`src/rtl/udp_tx_pkt_ctrl.sv`:
```
// Packet controller on the read side of the UDP TX FIFO: decides when a packet is
// ready (full or idle-timeout), starts the UDP core and feeds it one word per tx_req.
module udp_tx_pkt_ctrl #(
    parameter int ADDR_WIDTH  = 10,
    parameter int PKT_WORDS   = 256,
    parameter int TIMEOUT_CYC = 1000
) (
    input  logic                  clk,
    input  logic                  rst_n,
    input  logic [31:0]           fifo_rd_data,
    input  logic                  fifo_empty,
    input  logic [ADDR_WIDTH:0]   fifo_rd_water_level,
    output logic                  fifo_rd_en,
    output logic                  tx_start_en,
    output logic [15:0]           tx_byte_num,
    input  logic                  tx_req,
    output logic [31:0]           tx_data,
    input  logic                  tx_done,
    output logic                  busy,
    output logic [15:0]           pkt_cnt,
    output logic                  err_flag
);

    localparam int LW = ADDR_WIDTH + 1;
    localparam logic [LW-1:0] PKT_LEN      = LW'(PKT_WORDS);
    localparam logic [15:0]   TIMEOUT_LAST = 16'(TIMEOUT_CYC - 1);

    typedef enum logic [1:0] {
        IDLE,
        START,
        SEND,
        WAIT_DONE
    } state_t;

    state_t         state_q, state_d;
    logic [LW-1:0]  len_q, len_d;
    logic [LW-1:0]  word_cnt_q, word_cnt_d;
    logic [15:0]    timeout_q, timeout_d;
    logic           tx_start_en_q, tx_start_en_d;
    logic [15:0]    tx_byte_num_q, tx_byte_num_d;
    logic [31:0]    tx_data_q, tx_data_d;
    logic [15:0]    pkt_cnt_q, pkt_cnt_d;
    logic           err_flag_q, err_flag_d;
    logic           busy_q, busy_d;

    logic           launch;
    logic [LW-1:0]  launch_len;
    logic [31:0]    launch_bytes;
    logic           rd_en_c;

    always_comb begin
        // NOTE: every signal assigned here gets a default first, so no path can leave one unassigned and infer a latch.
        state_d       = state_q;
        len_d         = len_q;
        word_cnt_d    = word_cnt_q;
        timeout_d     = '0;
        tx_start_en_d = 1'b0;
        tx_byte_num_d = tx_byte_num_q;
        tx_data_d     = tx_data_q;
        pkt_cnt_d     = pkt_cnt_q;
        err_flag_d    = err_flag_q;
        rd_en_c       = 1'b0;
        launch        = 1'b0;
        launch_len    = '0;
        launch_bytes  = '0;

        case (state_q)
            IDLE: begin
                // A full packet wins over an expiring timeout on the same cycle.
                if (fifo_rd_water_level >= PKT_LEN) begin
                    launch     = 1'b1;
                    launch_len = PKT_LEN;
                end else if (fifo_rd_water_level != '0) begin
                    if (timeout_q == TIMEOUT_LAST) begin
                        launch     = 1'b1;
                        launch_len = fifo_rd_water_level;
                    end else begin
                        timeout_d = timeout_q + 16'd1;
                    end
                end
            end

            START: begin
                word_cnt_d = '0;
                state_d    = SEND;
            end

            SEND: begin
                if (tx_req && (word_cnt_q < len_q)) begin
                    word_cnt_d = word_cnt_q + 1'b1;
                    if (!fifo_empty) begin
                        rd_en_c   = 1'b1;
                        tx_data_d = fifo_rd_data;
                    end else begin
                        // Underrun: keep the packet length, send a zero word, flag it.
                        tx_data_d  = '0;
                        err_flag_d = 1'b1;
                    end
                    if (word_cnt_d == len_q) begin
                        state_d = WAIT_DONE;
                    end
                end
                if (tx_done) begin
                    err_flag_d = 1'b1;
                    state_d    = IDLE;
                end
            end

            WAIT_DONE: begin
                if (tx_done) begin
                    pkt_cnt_d = pkt_cnt_q + 16'd1;
                    state_d   = IDLE;
                end
            end

            default: state_d = IDLE;
        endcase

        // Byte count is loaded with the start pulse so it is valid while tx_start_en is high.
        if (launch) begin
            launch_bytes  = 32'({launch_len, 2'b00});
            len_d         = launch_len;
            tx_byte_num_d = launch_bytes[15:0];
            tx_start_en_d = 1'b1;
            state_d       = START;
        end

        busy_d = (state_d != IDLE);
    end

    always_ff @(posedge clk or negedge rst_n) begin
        if (!rst_n) begin
            state_q       <= IDLE;
            len_q         <= '0;
            word_cnt_q    <= '0;
            timeout_q     <= '0;
            tx_start_en_q <= 1'b0;
            tx_byte_num_q <= '0;
            tx_data_q     <= '0;
            pkt_cnt_q     <= '0;
            err_flag_q    <= 1'b0;
            busy_q        <= 1'b0;
        end else begin
            // NOTE: state uses non-blocking assignments so every flop samples pre-edge values.
            state_q       <= state_d;
            len_q         <= len_d;
            word_cnt_q    <= word_cnt_d;
            timeout_q     <= timeout_d;
            tx_start_en_q <= tx_start_en_d;
            tx_byte_num_q <= tx_byte_num_d;
            tx_data_q     <= tx_data_d;
            pkt_cnt_q     <= pkt_cnt_d;
            err_flag_q    <= err_flag_d;
            busy_q        <= busy_d;
        end
    end

    assign fifo_rd_en  = rd_en_c;
    assign tx_start_en = tx_start_en_q;
    assign tx_byte_num = tx_byte_num_q;
    assign tx_data     = tx_data_q;
    assign busy        = busy_q;
    assign pkt_cnt     = pkt_cnt_q;
    assign err_flag    = err_flag_q;

endmodule

```
`config.mk`:
```
export PLATFORM = sky130hd
export DESIGN_NAME = udp_tx_pkt_ctrl
export DESIGN_NICKNAME = d
export VERILOG_FILES = /design/src/rtl/udp_tx_pkt_ctrl.sv
export SDC_FILE = /design/constraint.sdc
export NUM_CORES = 1
export LEC_CHECK = 0
export CAP_MARGIN = 20
export CORE_MARGIN = 3
export CORE_UTILIZATION = 30
export CTS_BUF_LIST = sky130_fd_sc_hd__clkbuf_8 sky130_fd_sc_hd__clkbuf_16
export DETAILED_ROUTE_END_ITERATION = 10
export PLACE_DENSITY = 0.54
export SYNTH_ARGS = -nofsm -noshare
export SYNTH_HDL_FRONTEND = slang
export SYNTH_SLANG_ARGS = --single-unit
```
`constraint.sdc`:
```
create_clock -name clk -period 2.6 [get_ports clk]
set_input_delay 0.52 -clock clk [delete_from_list [all_inputs] [get_ports clk]]
set_output_delay 0.52 -clock clk [all_outputs]
set_load 0.05 [all_outputs]
```
# Word level (Yosys, flattened, before mapping)
# Cells that the tools add are included.
# W data, S select, Z words.
[totals] wordCells=59 out_inout_bits=68 register_bits=91 input_bits=48
[op_classes] n_eq_ne=6 n_reduce_logical=11 muxes=28 add_sub_neg=3 magnitude_cmp=2
[ops] cell="$mux W16" count=4
[ops] cell="$mux W11" count=5
[ops] cell="$add A16 B1 Y16 const B" count=2
[ops] cell="$mux W32" count=1
[ops] cell="$pmux W11 S2" count=1
[ops] cell="$eq A16 B10 Y1 const B" count=1
[ops] cell="$add A11 B1 Y11 const B" count=1
[ops] cell="$eq A11 B11 Y1" count=1
[ops] cell="$ge A11 B9 Y1 const B" count=1
[ops] cell="$lt A11 B11 Y1" count=1
[ops] cell="$mux W1" count=11
[ops] cell="$reduce_bool A11 Y1" count=1
[ops] cell="$mux W2" count=5
[ops] cell="$reduce_bool A2 Y1" count=4
[ops] cell="$pmux W2 S3" count=1
[ops] cell="$reduce_and A2 Y1" count=3
[ops] cell="$eq A2 B2 Y1 const B" count=2
[ops] cell="$reduce_and A3 Y1" count=1
[ops] cell="$eq A2 B1 Y1 const B" count=1
[ops] cell="$logic_not A2 Y1" count=1
[ops] cell="$ne A2 B2 Y1 const B" count=1
[ops] cell="$logic_and A1 B1 Y1" count=1

# Longest topological paths before layout
# Gate-level depths: netlist of the first run.
[logic_depth] word_depth=8 ltp_mapped=10

# Worst setup path after synthesis of the first run
# OpenSTA, ideal clock, no wires.
[synth_timing] path_type="register to output" from="register, netlist name tx_byte_num[12]" to="output port fifo_rd_en" stages_incl_launch_ff=11 setup_slack_ps=-790 n_path_buf=3 arrival_ps=2870 path_cell_list="dfrtp_1 > inv_1 > ha_1 > and4_1 > a211oi_2 > and3b_1 > buf_6 > nand2_4 > buf_6 > buf_8 > nor2_1"
[synth_lines] item="end, declared" line="13" source="output logic fifo_rd_en,"

# Worst setup path after layout of the first run
[layout_timing] from="register word_cnt_q[8]" to="output port fifo_rd_en"
[layout_between] elab_chain_cells=4
[layout_rtl] item="start, declared" line="37" source="logic [LW-1:0] word_cnt_q, word_cnt_d;"
[layout_rtl] item="start signal, assigned" line="147" source="word_cnt_q <= word_cnt_d;"
[layout_rtl] item="$lt A11 B11 Y1" line="89" source="if (tx_req && (word_cnt_q < len_q)) begin"
[layout_rtl] item="$logic_and A1 B1 Y1" line="89"
[layout_rtl] item="$mux W1" line="89"
[layout_rtl] item="$mux W1" line="67" source="case (state_q)"
# Every way passes these cells.

==> impl_metrics.csv, run 1 <==
group,metric,value,unit
drt,drc_errors,0,
global_routing,antenna_found_initial,0,
critical_path,worst-path-buf-inv,1,
floorplanning,die_y,132,µm
global_routing,grt_overflow,0,
power_and_ir_drop,pwr-share-seq,33.0,%
critical_path,r2r_end,"tx_data[22]",
global_routing,first_global_vias,4247,
cells_and_area,n_fill_cell,1520,
power_and_ir_drop,intPower,3.48,mW
power_and_ir_drop,p_leak,2.72,nW
sta,setup_viol,1,
clocking,cts.sinks,91,
power_and_ir_drop,power.share.combinational,44.2,%
flow_run,drv_cap,0,
critical_path,cp_data_arrival_time,2080,ps
global_routing,grt_pass1_wl,21700,µm
drt,vias_per_cell,4.88,
cells_and_area,seq_area,2290,µm²
critical_path,required,2080,ps
sta,fmax,384,MHz
synthesis,synth_edf_count,0,
sta,fin_setup_tns,-3.89,ps
global_routing,grt_usage,15.2,%
critical_path,cpPeakStageDelay,470,ps
clocking,hold_buffers,0,
outcome,failed_checks,"negative setup slack",
power_and_ir_drop,power_density,911,nW/µm²
floorplanning,die-area,17500,µm²
synthesis,syn_area_per_cell,9.93,µm²
critical_path,setup.worst_path.end,"fifo_rd_en",
clocking,cts_tree,"yes",
critical_path,start_kind,"flop",
clocking,clock_latency,350,ps
sta,period_needed,2600,ps
synthesis,synth.area.top_cells,"dfrtp_1 47%, o21ai_0 7.1%, nand2b_1 4.8%",
hold_path,worstHoldPathType,"input port to asynchronous set/reset pin",
synthesis,ys.flop_type,"dfrtp_1",
floorplanning,initial_core_util,31.1,%
power_and_ir_drop,total_power,6.03,mW
drt,wl_met1,5640,µm
power_and_ir_drop,netSwitchingFraction,42.3,%
power_and_ir_drop,clock_power_share,22.7,%
place,place_area,6270,µm²
synthesis,syn_inst,483,
cells_and_area,syn_to_final_growth,38.1,%
cells_and_area,multi_input_area,2350,µm²
critical_path,crit_cells,7,
critical_path,critPathMaxFanout,6,
clocking,cts_made_buffers,9,
floorplanning,fp.coreArea,15400,µm²
cells_and_area,finalInstanceArea,6620,µm²
sta,rsz0062_at_grt,"yes",
sta,worstMarginPinSlew,653,ps
clocking,path_clk_slew,70,ps
critical_path,startpoint,"word_cnt_q[8]",
synthesis,synth_seq_area_share,47.5,%
sta,slew_headroom,56.4,%
drt,via_count,4003,
synthesis,synth_async_sr_flop_share,100,%
power_and_ir_drop,power_switching,2.55,mW
clocking,cts_buffer_depth,2,
place,dpl.hpwl,9350,µm
drt,drtIter0Drc,244,
synthesis,synth_cell_types,55,
drt,wl_met2,6350,µm
drt,wl_met3,636,µm
critical_path,r2r_slack,190,ps
cells_and_area,nNetsFinal,668,
cells_and_area,drive_gt1_share,12.8,%
place,post-place-ws,160,ps
drt,antenna_left,0,
critical_path,endpoint_kind,"primary output",
floorplanning,ios,116,
synthesis,ys_seq_elements,91,
power_and_ir_drop,ir_drop,832,µV
synthesis,yosys.area.top_type_share,47.5,%
cells_and_area,n_antenna_cell,0,
sta,maxSlewViolCount,0,
cells_and_area,finalNonFillerCells,821,
place,gp_congestion,0.870,
sta,final-hold-violation-count,0,
critical_path,slowest_stage,"dfrtp_2",
synthesis,yosys_warnings,0,
critical_path,r2r_cells,7,
sta,hold_ws,151,ps
place,port_buffers,110,
drt,top_layer_used,"met4",
drt,drt-total-wl,13000,µm
outcome,outcome,"finished, violations left",
sta,layout_setup_ws,-3.89,ps
critical_path,critical_path_class,"flop to primary output",
critical_path,path_cells,"ha_4 > nand4_1 > a2111oi_4 > o21ba_4 > nand2_4 > nor2_4 > buf_12",
floorplanning,die_w,132,µm
clocking,root_buffer,"clkbuf_16",
cells_and_area,fin_util,42.9,%
drt,avgRoutedWirePerCell,15.8,µm
floorplanning,num_rows,45,
global_routing,grt_start_max_net_pins,43,
synthesis,synth_top_cell_by_area,"dfrtp_1",
place,post-place-cells,804,
sta,finalCritPeriodShare,100,%
drt,dr.pass1.iters,4,
critical_path,critical_path.top_delay_family,"compound AO/OA/AOI/OAI gates",
synthesis,syn-cell-area,4800,µm²
sta,finClkSkew,12.5,ps
clocking,htree_levels,3,
critical_path,r2r-start,"word_cnt_q[8]",
## power by group through the flow
stage                     Combinational, mW  Clock, mW  Sequential [mW]
after detailed placement               2.68          0             2.01
after CTS                              2.68       1.41             2.00
after floorplan                       0.741          0             2.95
after global placement                 2.65          0             2.01
after global routing                   2.85       1.47             2.04
final                                  2.67       1.37             1.99
## layout make-up
cell class | count | share of cell area [%]
Inverter | 22 | 1.25
Timing Repair Buffer | 137 | 20.2
Clock inverter | 6 | 1.15
Clock buffer | 9 | 3.40
Sequential cell | 91 | 34.5
Tap cell | 211 | 3.99
Multi-Input combinational cell | 345 | 35.5
## cells by family (layout without fill, tap and decap cells)
family                     after synthesis  in the layout  share of synthesized area, %
other                                    1              5                        0.0782
xor gates and xnor gates                40             40                          7.31
and+or+nand+nor                        162            162                          19.1
AOI/OAI and AO/OA                      122            122                          16.7
adders and majority gates               14             14                          3.65
buffers and inverters                   51            174                          5.24
muxes                                    2              2                         0.444
DFF                                     91             91                          47.5
## Yosys cell counts (all sizes together), types with 3 or more instances
cell type and count:
nor4 4, nand3 18, o221ai 5, xor2 19
ha 14, inv 22, a21o 3, xnor2 21
nand3b 3, and4 7, and3 10, or4 5
nor3 5, nand2b 37, nand2 24, nand4 11
nor2 29, a22o 8, clkbuf 16, dfrtp 91
o211ai 6, buf 13, a21oi 9, o21ai 75
## registers in the layout, indices dropped and copies added (netlist names)
| name | cells |
|---|---|
| busy | 1 |
| tx_byte_num | 11 |
| word_cnt_q | 11 |
| tx_data | 32 |
| tx_start_en | 1 |
| pkt_cnt | 16 |
| state_q | 2 |
| timeout_q | 16 |
| err_flag | 1 |
## timing repair
action,4_1_cts,5_1_grt
pin swaps,2,1
hold endpoints to repair,0,0
endpoints found under the setup margin,1,1
setup buffers,2,0
gates resized for setup,5,3
## per-layer routing
| layer | vias up | global-route usage, % |
|---|---|---|
| met4 | 0 | 6.47 |
| met1 | 1941 | 19.0 |
| met3 | 20 | 3.42 |
| met2 | 103 | 25.4 |
| met5 | - | 0 |
| li1 | 1939 | - |
## how the worst min path moves through the flow
stage,slack (ps),end,from,cells past startpoint
finish,150,state_q[0],rst_n,1
global placement,450,timeout_q[0],timeout_q[0],1
global route,200,timeout_q[15],rst_n,1
CTS,170,timeout_q[15],rst_n,1
floorplan,220,busy,rst_n,0
detailed placement,460,timeout_q[0],timeout_q[0],1
## layout by cell type, fill, tap and decap left out, types with 18 or more instances in the layout
master           netlist  final
nand2_1               23     23
xnor2_1               21     21
nand3_1               18     18
nand2b_1              37     37
buf_4                  6     26
clkdlybuf4s50_1        0    108
o21ai_0               68     68
nor2_1                29     28
inv_1                 22     22
dfrtp_1               91     83
xor2_1                19     19
Power figures use the tool's default switching activity.
==> run 2: changes to the inputs <==
Settings changed: CTS_CLUSTER_SIZE from default to 14, GPL_ROUTABILITY_DRIVEN from default to 0, SETUP_SLACK_MARGIN from default to 0.4.
==> impl_metrics.csv, run 2 (synthesis results as in run 1) <==
group,metric,value,unit
cells_and_area,nNetsFinal,678,
floorplanning,die_w,132,µm
drt,vias_per_cell,4.86,
sta,rsz0062_at_grt,"yes",
place,dpl.hpwl,9170,µm
sta,fmax,398,MHz
sta,finalCritPeriodShare,96.7,%
clocking,root_buffer,"clkbuf_16",
sta,layout_setup_ws,84.6,ps
clocking,cts.sinks,91,
critical_path,slowest_stage,"dfrtp_2",
power_and_ir_drop,ir_drop,764,µV
critical_path,critical_path_class,"flop to primary output",
critical_path,critPathMaxFanout,2,
cells_and_area,n_antenna_cell,0,
cells_and_area,syn_to_final_growth,39.9,%
drt,drc_errors,0,
drt,via_count,4045,
outcome,outcome,"complete, no violations",
sta,finClkSkew,7.74,ps
critical_path,path_cells,"ha_4 > nand4_1 > a2111oi_4 > o21ba_4 > nand2_4 > nor2_4 > buf_12",
floorplanning,num_rows,45,
critical_path,r2r_end,"tx_data[18]",
global_routing,grt_overflow,0,
sta,final-hold-violation-count,0,
hold_path,worstHoldPathType,"input port to asynchronous set/reset pin",
global_routing,antenna_found_initial,0,
sta,worstMarginPinSlew,738,ps
global_routing,grt_usage,14.9,%
power_and_ir_drop,power_density,892,nW/µm²
place,post-place-ws,151,ps
floorplanning,initial_core_util,31.1,%
power_and_ir_drop,p_leak,2.80,nW
critical_path,required,2080,ps
global_routing,grt_start_max_net_pins,39,
power_and_ir_drop,total_power,5.98,mW
cells_and_area,drive_gt1_share,15.8,%
cells_and_area,largest_register_ffs,32,
sta,maxSlewViolCount,0,
floorplanning,die-area,17500,µm²
sta,setup_viol,0,
critical_path,r2r-start,"word_cnt_q[8]",
critical_path,endpoint_kind,"primary output",
clocking,htree_levels,3,
clocking,clock_latency,340,ps
drt,dr.pass1.iters,4,
cells_and_area,n_fill_cell,1493,
critical_path,start_kind,"flop",
place,port_buffers,110,
drt,avgRoutedWirePerCell,15.3,µm
sta,period_needed,2520,ps
cells_and_area,final_cell_mix,"104 x clkdlybuf4s50_1, 78 x dfrtp_1, 68 x o21ai_0, 37 x nand2b_1, 36 x buf_4",
cells_and_area,seq_area,2290,µm²
drt,antenna_left,0,
cells_and_area,layout_commonest_cell,"clkdlybuf4s50_1",
critical_path,cpPeakStageDelay,430,ps
cells_and_area,fin_util,43.5,%
critical_path,cp_data_arrival_time,2000,ps
floorplanning,die_y,132,µm
critical_path,r2r_cells,7,
floorplanning,ios,116,
cells_and_area,multi_input_area,2360,µm²
flow_run,drv_cap,0,
clocking,cts_made_buffers,9,
critical_path,r2r_slack,230,ps
cells_and_area,finalInstanceArea,6710,µm²
clocking,path_clk_slew,60,ps
drt,drt-total-wl,12700,µm
drt,drtIter0Drc,240,
global_routing,first_global_vias,4140,
clocking,hold_buffers,0,
sta,slew_headroom,50.8,%
clocking,cts_buffer_depth,2,
place,place_area,6240,µm²
global_routing,grt_pass1_wl,21400,µm
clocking,cts_tree,"yes",
floorplanning,fp.coreArea,15400,µm²
-- run 2: changes by cell type in the layout (fill, tap and decap cells not counted), sizes merged --
cell,change
clkinv,+1
clkdlybuf4s50,-4
bufinv,-2
clkbuf,+3
inv,-2
buf,+10
clkinvlp,+1
dlymetal6s2s,+3
dlygate4sd2,+1
-- run 2: area by class of cell --
cell class	instances	share of cell area [%]
multi-input cells	345	35.2
well taps	211	3.93
flip-flops and latches	91	34.2
repair buffers	147	21.1
clock inverters	4	0.373
clock buffers	12	3.97
inverters	22	1.23
-- run 2: metal layers --
metal / up-vias / share of wire, % / track usage, %
li1: 1964 / - / -
met1: 1979 / 45 / 19.1
met2: 89 / 50 / 24.9
met3: 13 / 3.9 / 2.97
met4: 0 / 1.5 / 5.89
met5: - / 0 / 0
-- run 2: how the worst max path moves through the flow --
| stage | startpoint | to |
|---|---|---|
| 2_1_floorplan | tx_byte_num[11] | fifo_rd_en |
| 3_3_place_gp | tx_req | fifo_rd_en |
| 3_5_place_dp | tx_req | fifo_rd_en |
| 4_1_cts | word_cnt_q[10] | fifo_rd_en |
| 5_1_grt | tx_byte_num[11] | fifo_rd_en |
| 6_report | word_cnt_q[8] | fifo_rd_en |
-- run 2: through the flow --
step	TNS (ps)	cells	hold slack, ps
final	0	832	140
after global routing	-27.6	832	168
after CTS	-12.7	825	141
after detailed placement	0	800	455
after global placement	0	800	447
after floorplan	-125	487	224
-- run 2: critical path: cells and delay by family (launching register included) --
family,cells,cell delay (ps)
DFF,1,430
adders and majority gates,1,270
AOI/OAI and AO/OA,2,490
buffers and inverters,1,140
and+or+nand+nor,3,320
-- run 2: power breakdown --
group,total (mW),internal (mW),switching [mW]
combinational,2.71,0.942,1.77
clock,1.28,0.724,0.553
sequential,2.00,1.75,0.249
total,5.98,3.41,2.57
-- run 2: what timing repair did --
item | CTS | global route
gates resized for setup | 8 | 6
setup endpoints to repair | 43 | 55
setup buffers | 9 | 7
pin swaps | 5 | 3
==> run 3: changes to the inputs <==
--- a/constraint.sdc
+++ b/constraint.sdc
@@ -3,2 +3,2 @@
 set_output_delay 0.52 -clock clk [all_outputs]
-set_load 0.05 [all_outputs]
+set_load 0.1 [all_outputs]
==> impl_metrics.csv, run 3 (synthesis results as in run 1) <==
group,metric,value,unit
outcome,outcome,"finished, violations left",
outcome,failed_checks,"negative setup slack",
sta,finClkSkew,5.91,ps
critical_path,r2r_cells,9,
floorplanning,num_rows,45,
sta,period_needed,2690,ps
floorplanning,ios,116,
floorplanning,die_w,132,µm
place,post-place-cells,803,
critical_path,r2r_slack,360,ps
sta,fmax,372,MHz
clocking,cts_tree,"yes",
global_routing,grt_overflow,0,
clocking,cts_buffer_depth,2,
hold_path,worstHoldPathType,"input port to asynchronous set/reset pin",
cells_and_area,final_cell_mix,"88 x buf_4, 79 x dfrtp_1, 46 x clkdlybuf4s50_1, 37 x nand2b_1",
sta,worstMarginPinSlew,601,ps
cells_and_area,n_antenna_cell,0,
drt,antenna_left,0,
drt,dr.pass1.iters,4,
floorplanning,fp.coreArea,15400,µm²
global_routing,grt_usage,15.2,%
drt,via_count,4109,
clocking,htree_levels,3,
cells_and_area,finalNonFillerCells,833,
global_routing,grt_pass1_wl,21600,µm
clocking,clock_latency,350,ps
sta,layout_setup_ws,-87.8,ps
floorplanning,die_y,132,µm
floorplanning,initial_core_util,31.1,%
clocking,hold_buffers,0,
critical_path,r2r_end,"word_cnt_q[9]",
critical_path,required,2080,ps
drt,drc_errors,0,
power_and_ir_drop,p_leak,2.95,nW
drt,vias_per_cell,4.93,
critical_path,start_kind,"flop",
clocking,path_clk_slew,70,ps
global_routing,antenna_found_initial,0,
place,place_area,6140,µm²
drt,drt-total-wl,13700,µm
sta,slew_headroom,59.9,%
sta,final-hold-violation-count,0,
critical_path,critical_path_class,"flop to primary output",
global_routing,grt_start_max_net_pins,49,
critical_path,critPathMaxFanout,3,
place,dpl.hpwl,9480,µm
power_and_ir_drop,ir_drop,1140,µV
sta,finalCritPeriodShare,103,%
flow_run,drv_cap,0,
drt,drtIter0Drc,195,
clocking,cts_made_buffers,9,
cells_and_area,layout_commonest_cell,"buf_4",
cells_and_area,finalInstanceArea,6840,µm²
clocking,cts.sinks,91,
sta,rsz0062_at_grt,"yes",
sta,setup_viol,1,
cells_and_area,syn_to_final_growth,42.7,%
cells_and_area,drive_gt1_share,30.4,%
power_and_ir_drop,power_density,1110,nW/µm²
critical_path,endpoint_kind,"primary output",
cells_and_area,nNetsFinal,680,
critical_path,r2r-start,"tx_byte_num[12]",
critical_path,setup.worst_path.end,"fifo_rd_en",
global_routing,first_global_vias,4070,
sta,maxSlewViolCount,0,
floorplanning,die-area,17500,µm²
place,port_buffers,110,
critical_path,startpoint,"tx_byte_num[12]",
cells_and_area,largest_register_ffs,32,
critical_path,cp_data_arrival_time,2170,ps
drt,avgRoutedWirePerCell,16.4,µm
clocking,root_buffer,"clkbuf_16",
run 3: cell types whose count changed in the layout (fill, tap and decap cells not counted), sizes merged, moves of 2 or more:
cell / delta
buf: +60
clkdlybuf4s50: -58
dlymetal6s2s: -3
bufinv: +2
clkinv: -2
run 3: worst max-delay path: stages (launching register included):
cell	delay (ps)
dfrtp_4	490
inv_4	70
ha_4	200
and4_1	220
a211oi_4	220
and3b_2	260
nand2_4	70
nor2_4	100
buf_12	180
run 3: worst min-delay path by stage:
stage | to | slack, ps | depth (start not counted)
6_report | tx_byte_num[10] | 180 | 1
4_1_cts | tx_byte_num[10] | 200 | 1
5_1_grt | tx_byte_num[10] | 220 | 1
3_5_place_dp | timeout_q[0] | 460 | 1
3_3_place_gp | timeout_q[0] | 440 | 1
2_1_floorplan | busy | 220 | 0
run 3: cell type report:
type,count,area [µm²]
Multi-Input combinational cell,346,2480
Tap cell,211,264
Clock buffer,10,239
Inverter,22,90.1
Clock inverter,5,85.1
Sequential cell,91,2320
Fill cell,1481,8580
Timing Repair Buffer,148,1370
run 3: per-layer routing:
layer	global-route usage (%)	up-vias	part of all wire, %
li1	-	1975	-
met1	19.4	2035	46
met2	24.9	87	48
met3	3.42	12	4.3
met4	6.12	0	1.7
met5	0	-	0
run 3: where the power goes:
part | internal [mW] | leakage [nW] | switching (mW)
clock network | 0.871 | 0.156 | 0.585
logic | 1.05 | 1.61 | 3.03
registers | 1.74 | 1.19 | 0.315
run 3: timing repair:
action	in CTS	in global routing
setup buffers	5	4
pin swaps	4	7
cloned	0	6
resized for setup	2	107
setup endpoints to repair	43	43
run 3: per-stage QoR:
stage	setup TNS, ps	hold slack [ps]	power [mW]	worst slack [ps]	utilization (%)
after CTS	-70.4	196	7.23	-70.4	42.2
after detailed placement	0	459	5.75	95.6	39.8
after floorplan	-421	224	4.81	-421	-
after global placement	0	444	5.72	97.1	39.8
after global routing	-167	219	7.89	-167	44.4
final	-87.8	177	7.59	-87.8	44.4
